--- src/rtl/axis_peak_arb.sv ---
// Round-robin arbiter merging NUM_PORTS AXI-stream burst sources onto one output.
// A grant is held for a whole burst; a beat-count watchdog forces tlast on runaway bursts.
module axis_peak_arb #(
  parameter int unsigned NUM_PORTS    = 4,
  parameter int unsigned DATA_WIDTH   = 256,
  parameter int unsigned BURST_LENGTH = 32
) (
  input  logic                             clk,
  input  logic                             rst_n,
  input  logic                             enable,
  input  logic [NUM_PORTS-1:0]             s_axis_tvalid,
  output logic [NUM_PORTS-1:0]             s_axis_tready,
  input  logic [NUM_PORTS*DATA_WIDTH-1:0]  s_axis_tdata,
  input  logic [NUM_PORTS-1:0]             s_axis_tlast,
  output logic                             m_axis_tvalid,
  input  logic                             m_axis_tready,
  output logic [DATA_WIDTH-1:0]            m_axis_tdata,
  output logic                             m_axis_tlast,
  output logic [$clog2(NUM_PORTS)-1:0]     m_axis_tuser,
  output logic                             busy,
  output logic                             trunc_err
);

  localparam int unsigned IDX_W = $clog2(NUM_PORTS);
  localparam int unsigned CNT_W = $clog2(BURST_LENGTH);
  localparam logic [IDX_W-1:0] RR_RESET = IDX_W'(NUM_PORTS - 1);
  localparam logic [CNT_W-1:0] CNT_LAST = CNT_W'(BURST_LENGTH - 1);

  localparam logic [0:0] IDLE  = 1'b0;
  localparam logic [0:0] BURST = 1'b1;

  logic [0:0]            state_q, state_d;
  logic [IDX_W-1:0]      grant_q, grant_d;
  logic [IDX_W-1:0]      rr_q, rr_d;
  logic [CNT_W-1:0]      cnt_q, cnt_d;
  logic                  tvalid_d, tlast_d, trunc_d;
  logic [DATA_WIDTH-1:0] tdata_d;
  logic [IDX_W-1:0]      tuser_d;

  logic                  sel_tvalid, sel_tlast, out_free, accept, at_limit;
  logic [DATA_WIDTH-1:0] sel_tdata;
  logic                  req_found;
  logic [IDX_W-1:0]      req_pick;
  int unsigned           cand;

  assign sel_tvalid = s_axis_tvalid[grant_q];
  assign sel_tlast  = s_axis_tlast[grant_q];
  assign sel_tdata  = s_axis_tdata[32'(grant_q) * DATA_WIDTH +: DATA_WIDTH];
  assign out_free   = !m_axis_tvalid || m_axis_tready;
  assign accept     = (state_q == BURST) && out_free && sel_tvalid;
  assign at_limit   = (cnt_q == CNT_LAST);
  assign busy       = (state_q == BURST);

  // First requester after the last winner, wrapping around
  always_comb begin
    req_found = 1'b0;
    req_pick  = '0;
    cand      = 0;
    for (int unsigned i = 1; i <= NUM_PORTS; i++) begin
      cand = (32'(rr_q) + i) % NUM_PORTS;
      if (!req_found && s_axis_tvalid[IDX_W'(cand)]) begin
        req_found = 1'b1;
        req_pick  = IDX_W'(cand);
      end
    end
  end

  always_comb begin
    s_axis_tready = '0;
    if (state_q == BURST && out_free) s_axis_tready[grant_q] = 1'b1;
  end

  // Next-state and registered-output logic
  always_comb begin
    state_d  = state_q;
    grant_d  = grant_q;
    rr_d     = rr_q;
    cnt_d    = cnt_q;
    tvalid_d = m_axis_tvalid && !m_axis_tready;
    tdata_d  = m_axis_tdata;
    tlast_d  = m_axis_tlast;
    tuser_d  = m_axis_tuser;
    trunc_d  = 1'b0;
    case (state_q)
      IDLE: begin
        if (enable && req_found) begin
          grant_d = req_pick;
          cnt_d   = '0;
          state_d = BURST;
        end
      end
      BURST: begin
        if (accept) begin
          tvalid_d = 1'b1;
          tdata_d  = sel_tdata;
          tuser_d  = grant_q;
          tlast_d  = sel_tlast || at_limit;
          trunc_d  = at_limit && !sel_tlast;
          cnt_d    = cnt_q + CNT_W'(1);
          if (sel_tlast || at_limit) begin
            state_d = IDLE;
            rr_d    = grant_q;
          end
        end
      end
      default: state_d = IDLE;
    endcase
  end

  always_ff @(posedge clk or negedge rst_n) begin
    if (!rst_n) begin
      state_q       <= IDLE;
      grant_q       <= '0;
      rr_q          <= RR_RESET;
      cnt_q         <= '0;
      m_axis_tvalid <= 1'b0;
      m_axis_tdata  <= '0;
      m_axis_tlast  <= 1'b0;
      m_axis_tuser  <= '0;
      trunc_err     <= 1'b0;
    end else begin
      state_q       <= state_d;
      grant_q       <= grant_d;
      rr_q          <= rr_d;
      cnt_q         <= cnt_d;
      m_axis_tvalid <= tvalid_d;
      m_axis_tdata  <= tdata_d;
      m_axis_tlast  <= tlast_d;
      m_axis_tuser  <= tuser_d;
      trunc_err     <= trunc_d;
    end
  end

endmodule

--- config.mk ---
export PLATFORM = sky130hd
export DESIGN_NAME = axis_peak_arb
export DESIGN_NICKNAME = d
export VERILOG_FILES = /design/src/rtl/axis_peak_arb.sv
export SDC_FILE = /design/constraint.sdc
export NUM_CORES = 1
export LEC_CHECK = 0
export ABC_CLOCK_PERIOD_IN_PS = 2200
export CORE_AREA = 4 4 510 512
export CTS_CLUSTER_SIZE = 14
export DETAILED_ROUTE_END_ITERATION = 16
export DIE_AREA = 0 0 514 516
export GPL_TIMING_DRIVEN = 0
export PLACE_DENSITY = 0.34
export SLEW_MARGIN = 20
export SYNTH_ARGS = -nofsm -noshare
export SYNTH_HDL_FRONTEND = slang
export SYNTH_SLANG_ARGS = --single-unit
--- constraint.sdc ---
create_clock -name clk -period 2.2 [get_ports clk]
set_clock_uncertainty 0.1 [all_clocks]
set_input_delay 0.22 -clock clk [delete_from_list [all_inputs] [get_ports clk]]
set_output_delay 0.22 -clock clk [all_outputs]
set_load 0.01 [all_outputs]
==> results of run 1 <==
-- cell families (layout without fill, tap and decap cells) --
kind of cell    count (synthesis)  after routing  share of synthesized area
compound gates                 16             16                    0.00628
xor+xnor                        1              1                   0.000530
fa+ha+maj                       2              2                    0.00151
buf+inv                       120           1531                     0.0428
flops                         271            271                      0.410
mux                           262            262                      0.354
other cells                     0             58                          0
simple gates                  803            803                      0.184
-- how the worst max path moves through the flow --
stage	slack [ns]	cells past startpoint	end
5_1_grt	-0.06	7	m_axis_tdata[45]
6_report	0.03	7	m_axis_tdata[45]
4_1_cts	-0.05	6	s_axis_tready[2]
3_5_place_dp	-1.59	6	m_axis_tdata[31]
2_1_floorplan	0.36	5	rr_q[0]
3_3_place_gp	-14.18	1	m_axis_tdata[56]
-- stage by stage --
step                      setup slack [ns]  hold WS (ns)  total power [uW]  instance area (um^2)
after global placement              -14.18         0.358             35600                 33800
final                               0.0265        0.0618             45000                 36700
after global routing               -0.0590        0.0779             47500                 36600
after detailed placement             -1.59         0.159             35600                 33900
after CTS                          -0.0457        0.0149             45400                 36200
after floorplan                      0.360        -0.176             20900                 16500
-- synth_stat cells (all sizes together) --
cell type,n
a31oi,1
nand2,781
o31ai,1
nor3,2
ha,2
nand3,10
nor3b,1
mux4,258
inv,4
mux2,2
nand2b,3
o31a,1
o211ai,1
o22ai,1
buf,105
and3,2
a21oi,2
a21boi,1
dfstp,2
clkbuf,11
mux2i,2
or4,1
dfrtp,269
xor2,1
nor2,3
o21ai,6
o21a,1
o41ai,1
-- registers in the layout (all words and copies together) (netlist names) --
name,flops
busy,1
grant_q,2
trunc_err,1
cnt_q,5
m_axis_tuser,2
rr_q,2
m_axis_tvalid,1
m_axis_tdata,256
m_axis_tlast,1
-- layout make-up --
cell class / count / area share
repair buffers: 1337 / 0.369
multi-input cells: 1084 / 0.252
flip-flops and latches: 271 / 0.185
well taps: 3384 / 0.115
plain buffers: 113 / 0.0353
clock buffers: 63 / 0.0333
clock inverters: 14 / 0.00529
diodes: 58 / 0.00396
inverters: 4 / 0.000478
-- routing by layer --
metal  vias up  global-route usage
met3       598               0.111
met5         -                   0
li1       8068                   -
met4       264              0.0377
met2      1534               0.258
met1      9929               0.184
-- worst max-delay path: cells and delay by family (launching register included) --
family | cells | cell delay (ns)
AND/OR/NAND/NOR | 2 | 0.16
multiplexers | 1 | 0.67
buffers and inverters | 4 | 0.65
flip-flops | 1 | 0.40
-- what timing repair did --
item / 4_1_cts / 5_1_grt
setup buffers: 24 / 3
hold endpoints to repair: 148 / 0
endpoints found under the setup margin: 280 / 119
pin swaps: 9 / 1
hold buffers: 1 / 0
resized for setup: 218 / 80
cloned: 3 / 2
-- power by group --
part / internal (uW) / switching [uW] / total (uW)
Sequential: 7510 / 1680 / 9200
Clock: 4310 / 3070 / 7380
Combinational: 13700 / 14700 / 28400
Total: 25500 / 19400 / 45000
==> metrics, run 1 <==
area occupied by multi-input gates ~9000 um^2; Syn Nets ~2500; DR WL met2 ~100 mm; grt ovf 0; FF+latch area 6790 um^2; Slew headroom 0.581; CTS buffer count 42; initial core utilization 0.0646; r2r setup slk 0.03 ns; Finish-stage setup viols 0; data arrival time of the critical path approximately 2.6 ns; residual DRC count 0; Final period util 0.988; post-DR wirelength/cell around 36 um; layout net count just under 4000; share of cells above drive strength 1 0.185; clk_lat worst skew 0.64 ns; routability cong. between 0.9 and 1; Worst Setup Path Type reg -> reg; CP Launch Type flop; Post-DRT Antenna Nets 0; Max Fclk 460 MHz; slowest cell on the critical path mux4_2; chip width approximately 510 um; IO Pins ~1300; power density cells approximately 1200 nW/um^2; GR Util All Layers 0.165; Worst R2R End m_axis_tdata[45]; max_cap viols 0; Iter 0 DRT Violations roughly 1600; Port Buffers between 1000 and 1500; hold crit path type in -> async; Post-Syn Instances between 1000 and 1500; die height roughly 520 um; Synth Register Bits approximately 270; die area 265000 um^2; largest net degree at the start of global routing 78; fin cells ~6300; Post-Syn Area ~17000 um^2; critical path peak fanout 7; Vias 20393; crit path time final about 2.2 ns; initial antenna violation count between 300 and 400; Slew @ Worst Pin approximately 0.62 ns; top-area cell type share of the netlist area 0.407; most frequent cells in the layout 1290 x clkdlybuf4s50_1, 736 x nand2_1, 267 x dfrtp_1; Via-to-Cell Ratio ~3.2; hold violation total from the final report 0; Fillers just under 30000; crit path from grant_q[0]; Clock Path Buffers 3; Clock Sinks 271; register area share after synthesis 0.410; worst path cell trace buf_12 > buf_16 > buf_16 > buf_16 > mux4_2 > nand2_2 > nand2_1; setup tns final 0 ns; Area Growth Syn to Fin 122%; num rows about 190; clk slew on worst S/H paths about 0.06 ns; count of cell types in the netlist 32; unrepaired setup endpoints after global routing true; CTS root buf clkbuf_16; delay of the slowest critical-path stage ~0.67 ns; RR Startpoint grant_q[0]; highest routed layer met5; routed wire length about 230 mm; CTS tree yes; R2R depth 7; CP endpoint kind flop; H-tree depth 2; Avg Synthesized Cell Area between 10 and 15 um^2; first-pass GRT wire length 272 mm; Most common cell on crit path buf_16; status finished, final reports clean; cell count after placement slightly above 6000; commonest non-fill, non-tap cell in the layout clkdlybuf4s50_1; Leakage ~0.014 uW; Final Util 0.143; vias in the first global route 20241; core area ~260000 um^2; VDD IR max 0.519 mV; synth warn 0; met3 WL post-DR 35.9 mm; Critical Path RT about 2.6 ns; Pre-antenna DRT Iters 5; cell taking the most area after synthesis dfrtp_1; DP HPWL roughly 200 mm; DRT met1 WL 84.7 mm; Final Max Slew Viols 0; Synth area leaders dfrtp_1 41%, mux4_2 35%, nand2_1 18%
Note: power is estimated with default switching activity, not from simulation.
==> run 2, diff against run 1 <==
--- a/config.mk
+++ b/config.mk
@@ -5,12 +5,13 @@
 export SDC_FILE = /design/constraint.sdc
 export NUM_CORES = 1
 export LEC_CHECK = 0
-export ABC_CLOCK_PERIOD_IN_PS = 2200
-export CORE_AREA = 4 4 510 512
+export ABC_CLOCK_PERIOD_IN_PS = 2500
+export CORE_AREA = 4 4 504 506
 export CTS_CLUSTER_SIZE = 14
 export DETAILED_ROUTE_END_ITERATION = 16
-export DIE_AREA = 0 0 514 516
+export DIE_AREA = 0 0 508 510
 export GPL_TIMING_DRIVEN = 0
+export MAX_ROUTING_LAYER = met4
 export PLACE_DENSITY = 0.34
 export SLEW_MARGIN = 20
 export SYNTH_ARGS = -nofsm -noshare
==> constraint.sdc (replaced) <==
create_clock -name clk -period 2.5 [get_ports clk]
set_clock_uncertainty 0.1 [all_clocks]
set_input_delay 0.25 -clock clk [delete_from_list [all_inputs] [get_ports clk]]
set_output_delay 0.25 -clock clk [all_outputs]
set_load 0.01 [all_outputs]
==> run 2 against run 1 <==
Net effect: clock power shrank 10%; critical path depth fell by 1; non-clock buffer count shrank 23; utilization barely moved; global-route usage rose by 0.76 points; critical path type unchanged; sequential power decreased by 13%; hold slack gained 0.084 ns; cell count up 0.74%; flip-flop and latch count unchanged; first-iteration DRC count rose by 1.6%.
==> metrics, run 2 (synthesis gave the netlist of run 1 again) <==
status finished, final reports clean; die area between 200000 and 300000 um^2; Critical Path RT 2.93 ns; post-DR wirelength/cell 35.4 um; Switching Fraction 0.441; Finish-stage setup viols 0; first-pass GRT wire length around 270 mm; Max Fclk ~400 MHz; data arrival time of the critical path roughly 2.9 ns; Worst R2R End m_axis_tdata[141]; hold violation total from the final report 0; critical path peak fanout 11; Port Buffers around 1300; Clock Sinks between 200 and 300; hold crit path type in -> async; clk slew on worst S/H paths ~0.070 ns; Area Growth Syn to Fin 118%; clk_lat worst skew between 0.6 and 0.7 ns; GR Util All Layers 0.172; IO Pins ~1300; Iter 0 DRT Violations between 1500 and 2000; CTS root buf clkbuf_16; routability cong. a little over 0.9; Clock Path Buffers 3; most frequent cells in the layout 1296 x clkdlybuf4s50_1, 781 x nand2_1, 268 x dfrtp_1; power density cells ~1100 nW/um^2; P_sw 16800 uW; residual DRC count 0; VDD IR max 0.461 mV; Clock Power Share 0.174; Pre-antenna DRT Iters 5; Slew @ Worst Pin between 0.9 and 1 ns; top flop regs m_axis_tdata x256, cnt_q x5; CTS buffer count between 40 and 50; max_cap viols 0; H-tree depth 2; CP endpoint kind flop; crit path from grant_q[1]; CTS tree yes; setup tns final 0 ns; Logic pwr share 0.615; routed wire length roughly 230 mm; largest net degree at the start of global routing slightly above 70; commonest non-fill, non-tap cell in the layout clkdlybuf4s50_1; share of cells above drive strength 1 0.154; Fillers about 28000; layout net count 3870; die height approximately 510 um; R2R depth 6; max reg flops approximately 260; core area around 250000 um^2; Via-to-Cell Ratio 3.12; DP HPWL ~200 mm; chip width a little over 500 um; Slew headroom 0.344; CP Launch Type flop; grt ovf 0; vias in the first global route around 20000; Leakage approximately 0.014 uW; Place WS -1.22 ns; initial antenna violation count 329; Final period util 0.990; num rows approximately 180; fin cells ~6400; post-route setup slack roughly 0.025 ns; Int Pwr 21300 uW; crit path time final around 2.5 ns; cell count after placement approximately 6100; Reg with most FFs m_axis_tdata; Post-DRT Antenna Nets 0; Vias about 20000; r2r setup slk roughly 0.025 ns; Worst Setup Path Type reg -> reg; Final Max Slew Viols 0; Reg power frac 0.211; RR Startpoint grant_q[1]; initial core utilization 0.0661
[run 2: stage by stage]
stage,util,cell area [um^2],hold slack (ns),power (uW)
2_1_floorplan,-,16500,-0.146,18400
3_3_place_gp,0.135,33700,0.358,31600
3_5_place_dp,0.135,33800,0.224,31500
4_1_cts,0.142,35500,0.0902,38900
5_1_grt,0.144,35900,0.169,40200
6_report,0.144,36000,0.145,38000
[run 2: critical path, cell delays in order (launching register included)]
cell	delay, ns
dfrtp_2	0.42
buf_12	0.14
buf_16	0.17
clkdlybuf4s15_1	0.80
mux4_2	0.54
nand2_1	0.12
nand2_1	0.05
[run 2: timing repair]
action	in CTS	in global routing
setup buffers	5	1
endpoints found under the setup margin	272	23
hold buffers	1	0
endpoints found under the hold margin	66	0
resized for setup	67	10
[run 2: per-layer routing]
metal | global-route usage | part of all wire | routed length (um) | up-vias
met5 | - | 0 | 0 | -
met4 | 0.0314 | 0.025 | 5580 | 0
met3 | 0.101 | 0.14 | 31700 | 319
met2 | 0.257 | 0.43 | 96800 | 1489
met1 | 0.201 | 0.41 | 91800 | 9891
li1 | - | - | - | 8203
[run 2: how the worst max path moves through the flow]
stage,endpoint,slack [ns],cells past startpoint
after floorplan,rr_q[0],0.66,5
after detailed placement,m_axis_tdata[84],-1.22,7
final,m_axis_tdata[141],0.02,6
after CTS,m_axis_tdata[28],0.004,6
after global placement,m_axis_tdata[79],-14.57,1
after global routing,m_axis_tdata[208],-0.004,7
[run 2: power groups by stage]
stage               sequential [uW]  clock (uW)  combinational (uW)
floorplan                      8700           0                9730
global placement               8020           0               23600
detailed placement             8050           0               23500
CTS                            8020        6940               23900
global route                   8250        7000               24900
finish                         8010        6610               23400
[run 2: layout make-up]
cell class,count,area (um^2),share of cell area
multi-input cells,1084,9060,0.252
clock buffers,70,1360,0.0378
plain buffers,116,891,0.0248
flip-flops and latches,271,6790,0.189
inverters,4,15.0,0.000418
repair buffers,1311,13200,0.366
clock inverters,8,96.3,0.00268
diodes,163,408,0.0113
well taps,3348,4190,0.116
==> run 3, diff against run 2 <==
--- a/config.mk
+++ b/config.mk
@@ -7,6 +7,7 @@
 export LEC_CHECK = 0
 export ABC_CLOCK_PERIOD_IN_PS = 2500
 export CORE_AREA = 4 4 504 506
+export CTS_BUF_LIST = sky130_fd_sc_hd__clkbuf_8
 export CTS_CLUSTER_SIZE = 14
 export DETAILED_ROUTE_END_ITERATION = 16
 export DIE_AREA = 0 0 508 510
==> run 3 against run 2 <==
Net effect: fmax down 1.5%; register-to-register slack better by 0.05 ns; hold slack lost 0.0072 ns; final area up 1.1%; first-iteration DRC count increased by 7.1%; die area unchanged; utilization increased by 0.16 points; flip-flop and latch count stayed put; combinational power about the same; the flow now finishes with violations (negative setup slack); sequential power is essentially flat.
==> metrics, run 3 (synthesis gave the netlist of run 1 again) <==
Iter 0 DRT Violations 1769; Via-to-Cell Ratio approximately 3.1; Reg power frac 0.213; grt ovf 0; Clock Sinks ~270; GR Util All Layers 0.173; P_sw approximately 17000 uW; power density cells 1030 nW/um^2; num rows between 150 and 200; Place WS -1.22 ns; routed wire length 227 mm; chip width 508 um; Final Max Slew Viols 0; CTS tree yes; Slew @ Worst Pin between 0.9 and 1 ns; failing checks negative setup slack; post-route setup slack -0.0130 ns; Int Pwr 20600 uW; Area Growth Syn to Fin 120%; Post-DRT Antenna Nets 0; slowest cell on the critical path mux4_2; initial core utilization 0.0661; most frequent cells in the layout 1288 x clkdlybuf4s50_1, 781 x nand2_1, 268 x dfrtp_1; clk_lat worst skew approximately 0.76 ns; delay of the slowest critical-path stage 0.58 ns; hold violation total from the final report 0; M2 GR Usage 0.257; clk slew on worst S/H paths 0.06 ns; Fillers approximately 28000; VDD IR max between 0.3 and 0.4 mV; GR peak layer met2; layout net count slightly below 4000; core area 250000 um^2; Logic pwr share 0.621; Worst Setup Path Type in -> reg; vias in the first global route between 20000 and 25000; commonest non-fill, non-tap cell in the layout clkdlybuf4s50_1; critical path peak fanout 10; routability cong. around 0.9; H-tree depth 3; DP HPWL approximately 200 mm; Most common cell on crit path nand2_1; IO Pins ~1300; setup tns final -0.0172 ns; met1 usage 0.203; CTS root buf clkbuf_8; die height 510 um; Pre-antenna DRT Iters 5; initial antenna violation count approximately 340; Clock Path Buffers 3; Clock Power Share 0.166; data arrival time of the critical path around 3.1 ns; top flop regs m_axis_tdata x256, cnt_q x5; CP endpoint kind flop; Finish-stage setup viols 2; Port Buffers 1301; Leakage 0.0140 uW; Slew headroom 0.365; largest net degree at the start of global routing a little over 70; Final Power between 30000 and 40000 uW; status complete, but fails checks; max_cap viols 0; Switching Fraction 0.451; Reg with most FFs m_axis_tdata; crit path time final about 2.5 ns; worst path cell trace dlygate4sd3_1 > clkdlybuf4s50_1 > mux4_2 > and3_1 > buf_4 > clkbuf_2 > nand2_1 > nand2_1; die area roughly 260000 um^2; Critical Path RT between 3 and 4 ns; Final Util 0.145; Final period util 1.01; max reg flops roughly 260; CP Buf/Inv Count 4; CTS buffer count slightly below 70; GRT met3 Usage 0.101; Vias between 20000 and 25000; Crit path max-delay family buffers and inverters; first-pass GRT wire length 271 mm; residual DRC count 0; post-DR wirelength/cell 35.1 um; hold crit path type in -> reg; share of cells above drive strength 1 0.162; CP Launch Type primary input; Max Fclk 398 MHz
==> run 3: tightest hold or removal path, delay by kind of cell <==
kind / cells / cell delay (ns)
buffers and inverters: 1 / 0.45
multiplexers: 1 / 0.21
AND/OR/NAND/NOR: 2 / 0.09
==> run 3: power by group through the flow <==
stage          Combinational (uW)  Clock [uW]  Sequential, uW
2_1_floorplan                9730           0            8700
3_3_place_gp                23600           0            8020
3_5_place_dp                23500           0            8050
4_1_cts                     24000        6590            8020
5_1_grt                     24900        6700            8250
6_report                    23300        6240            8020
==> run 3: layout make-up <==
type                    instances  area [um^2]  share of cell area
clock inverters                29          205             0.00565
inverters                       4         15.0            0.000413
clock buffers                  86         1180              0.0326
multi-input cells            1084         9060               0.249
diodes                        172          430              0.0118
well taps                    3348         4190               0.115
flip-flops and latches        271         6790               0.187
repair buffers               1354        13600               0.374
plain buffers                 116          895              0.0246
==> run 3: worst paths after layout <==
check	from	slack [ns]	end	cells past startpoint
worst min-delay path	s_axis_tdata[724]	0.14	m_axis_tdata[212]	4
max in group asynchronous	rst_n	0.76	m_axis_tdata[169]	4
worst max register to register	grant_q[1]	0.07	m_axis_tdata[199]	6
worst min register to register	m_axis_tdata[73]	0.37	m_axis_tdata[73]	2
min in group asynchronous	rst_n	0.49	m_axis_tdata[243]	3
worst max-delay path	s_axis_tvalid[2]	-0.01	m_axis_tdata[199]	8
==> run 3: through the flow <==
| stage | hold slack (ns) | cells | cell area [um^2] |
|---|---|---|---|
| floorplan | -0.146 | 1475 | 16500 |
| global placement | 0.358 | 6124 | 33700 |
| detailed placement | 0.224 | 6127 | 33800 |
| CTS | 0.000295 | 6292 | 35900 |
| global route | 0.0641 | 6435 | 36300 |
| finish | 0.138 | 6464 | 36300 |
==> run 3: timing repair <==
action / in CTS / in global routing
pin swaps: 0 / 0
endpoints found under the setup margin: 280 / 11
buffers inserted: 4 / 0
hold endpoints to repair: 290 / 0
gates resized for setup: 91 / 6
hold buffers: 46 / 0
==> run 3: metal layers <==
| layer | up-vias | part of all wire |
|---|---|---|
| met2 | 1542 | 0.43 |
| met5 | - | 0 |
| li1 | 8352 | - |
| met4 | 0 | 0.020 |
| met1 | 10009 | 0.41 |
| met3 | 334 | 0.14 |
==> RTL edit: new RTL, flow settings as in run 1 <==
Change the parameter `BURST_LENGTH` from 32 to 64.
--- a/src/rtl/axis_peak_arb.sv
+++ b/src/rtl/axis_peak_arb.sv
@@ -4,5 +4,5 @@
   parameter int unsigned NUM_PORTS    = 4,
   parameter int unsigned DATA_WIDTH   = 256,
-  parameter int unsigned BURST_LENGTH = 32
+  parameter int unsigned BURST_LENGTH = 64
 ) (
   input  logic                             clk,
Check against the original RTL: not settled (the Yosys comparison gave no result); the edit may change what the design does.
==> RTL edit against run 1 <==
The flow now finishes with violations (setup timing). Worst setup slack worse by 0.14 ns. Largest power group unchanged. Synthesized area is 0.19% higher. Wire length decreased by 3.2%. Combinational power rose by 18%. Power is 11% higher. Worst hold slack improved by 0.0059 ns. Fmax is 5.9% lower. Synthesized cell count rose by 0.41%. Sequential cell count rose by 1. Clock power is 0.8% higher. Highest routed layer unchanged. Critical endpoint is now m_axis_tdata[0]. Cell area rose by 4.8%. Non-clock buffer count rose by 44. Sequential share of layout area shrank 0.78 points.
==> RTL edit: results (changes against run 1) <==
<table>
<tr><th>Metric</th><th>Value</th></tr>
<tr><th colspan="2">Status</th></tr>
<tr><td>Result of the run</td><td>finished, violations left (was complete, no violations)</td></tr>
<tr><td>Violated checks</td><td>setup timing</td></tr>
<tr><th colspan="2">Drt</th></tr>
<tr><td>Average via count per standard cell</td><td>3.25 (was 3.22)</td></tr>
<tr><td>Routed wire per std cell</td><td>34.8 um (was 36.1 um)</td></tr>
<tr><td>Iteration-0 DRC count of the detailed router</td><td>1766 (was 1625)</td></tr>
<tr><td>Total number of vias</td><td>20683 (was 20393)</td></tr>
<tr><th colspan="2">Clocking</th></tr>
<tr><td>Post-cts sizing count</td><td>482 (was 218)</td></tr>
<tr><td>Post CTS Setup Buffer Count</td><td>41 (was 24)</td></tr>
<tr><th colspan="2">Timing</th></tr>
<tr><td>Count of final setup violators</td><td>82 (was 0)</td></tr>
<tr><td>PnR worst setup slack</td><td>-0.111 ns (was 0.0265 ns)</td></tr>
<tr><td>Worst Tran Pin Value</td><td>0.740 ns (was 0.621 ns)</td></tr>
<tr><th colspan="2">Global route</th></tr>
<tr><td>Number of antenna violations at the first check in global routing</td><td>266 (was 347)</td></tr>
<tr><td>First-pass GRT wire length</td><td>267 mm (was 272 mm)</td></tr>
<tr><td>Overall fraction of global-route tracks in use</td><td>0.159 (was 0.165)</td></tr>
<tr><th colspan="2">Layout</th></tr>
<tr><td>Fraction of layout instances using a drive strength above 1</td><td>0.250 (was 0.185)</td></tr>
<tr><td>Total of fill cells in the finished design</td><td>28646 (was 28815)</td></tr>
<tr><th colspan="2">Placement</th></tr>
<tr><td>Placed standard-cell area</td><td>0.0339 sq mm (about the same)</td></tr>
<tr><td>Number of placed instances with taps included</td><td>6170 (was 6164)</td></tr>
<tr><th colspan="2">Synthesis</th></tr>
<tr><td>Fraction of the mapped netlist area in adder cells</td><td>0.000755 (was 0.00151)</td></tr>
<tr><td>Number of distinct library cell variants in the gate-level netlist after synthesis</td><td>37 (was 32)</td></tr>
<tr><td>Multiplexer fraction of the synthesized cell area</td><td>0.353 (was 0.354)</td></tr>
<tr><td>Synthesized netlist net count</td><td>2518 (was 2513)</td></tr>
<tr><td>Sequential element share of the synthesized area</td><td>0.411 (was 0.410)</td></tr>
<tr><td>Compound-Gate Fraction of Synth Area</td><td>0.00854 (was 0.00628)</td></tr>
<tr><th colspan="2">Pwr</th></tr>
<tr><td>Maximum vdd drop</td><td>0.624 mV (was 0.519 mV)</td></tr>
<tr><td>Leakage dissipation</td><td>15.0 nW (was 14.2 nW)</td></tr>
<tr><th colspan="2">Critical path</th></tr>
<tr><td>Largest fanout of any net on the critical path</td><td>5 (was 7)</td></tr>
</table>
==> RTL edit: cell types whose count changed after synthesis, moves of 2 or more <==
cell	change
sky130_fd_sc_hd__nand3_1	-2
sky130_fd_sc_hd__buf_2	+2
sky130_fd_sc_hd__nor2_1	+3
sky130_fd_sc_hd__nand2_1	-3
sky130_fd_sc_hd__clkbuf_1	+4
sky130_fd_sc_hd__buf_6	-4
==> RTL edit: power by group through the flow <==
| stage | Combinational, mW | Sequential, mW | Clock (mW) |
|---|---|---|---|
| global route | 35.4 | 9.49 | 7.86 |
| global placement | 27.2 | 9.11 | 0 |
| finish | 33.4 | 9.23 | 7.44 |
| CTS | 33.0 | 9.13 | 7.80 |
| floorplan | 11.2 | 9.90 | 0 |
| detailed placement | 27.2 | 9.10 | 0 |
==> RTL edit: final timing paths <==
path                                     end              start  depth (start not counted)  slack [ns]
max reg2reg                  m_axis_tdata[0]         grant_q[1]                         11       -0.11
min in group clk                  grant_q[1]   s_axis_tvalid[2]                          3        0.22
max                          m_axis_tdata[0]         grant_q[1]                         11       -0.11
min                        m_axis_tdata[106]              rst_n                          2        0.07
max in group asynchronous  m_axis_tdata[207]              rst_n                          4        0.51
min reg2reg                m_axis_tdata[252]  m_axis_tdata[252]                          2        0.37
==> RTL edit: logic make-up after synthesis <==
family,after synthesis
fa+ha+maj,1
flops,272
buf+inv,122
simple gates,804
compound gates,20
mux,261
xor+xnor,1
==> RTL edit: layout make-up <==
cell class                 count  area [sq um]  share of cell area
timing repair buffer        1381         14400               0.375
multi-input combinational   1087          9980               0.260
sequential                   272          6810               0.177
tap                         3384          4230               0.110
buffer                       113          1420              0.0371
clock buffer                  64          1280              0.0333
clock inverter                13           145             0.00378
antenna                       40           100             0.00261
inverter                       4          22.5            0.000586
==> RTL edit: layer usage <==
metal,part of all wire,wire length [um],track usage
met1,0.39,86500,0.193
met5,0.0070,1540,0
met4,0.025,5470,0.0307
met3,0.15,33500,0.0961
met2,0.43,94300,0.242
==> RTL edit: critical path: stages, from the launching register on <==
cell and delay (ns):
sky130_fd_sc_hd__dfrtp_2 0.39, sky130_fd_sc_hd__buf_6 0.10, sky130_fd_sc_hd__mux4_2 0.51, sky130_fd_sc_hd__buf_6 0.14, sky130_fd_sc_hd__nand3_4 0.09, sky130_fd_sc_hd__buf_12 0.16, sky130_fd_sc_hd__buf_16 0.15, sky130_fd_sc_hd__buf_12 0.14
sky130_fd_sc_hd__buf_8 0.14, sky130_fd_sc_hd__buf_8 0.13, sky130_fd_sc_hd__nand2_1 0.06, sky130_fd_sc_hd__nand2_1 0.06
==> RTL edit: per-stage QoR <==
step                 TNS, ns   util
floorplan                  0      -
global placement    -4169.11  0.132
detailed placement   -316.66  0.133
CTS                   -17.79  0.148
global route          -10.98  0.150
finish                 -3.46  0.150
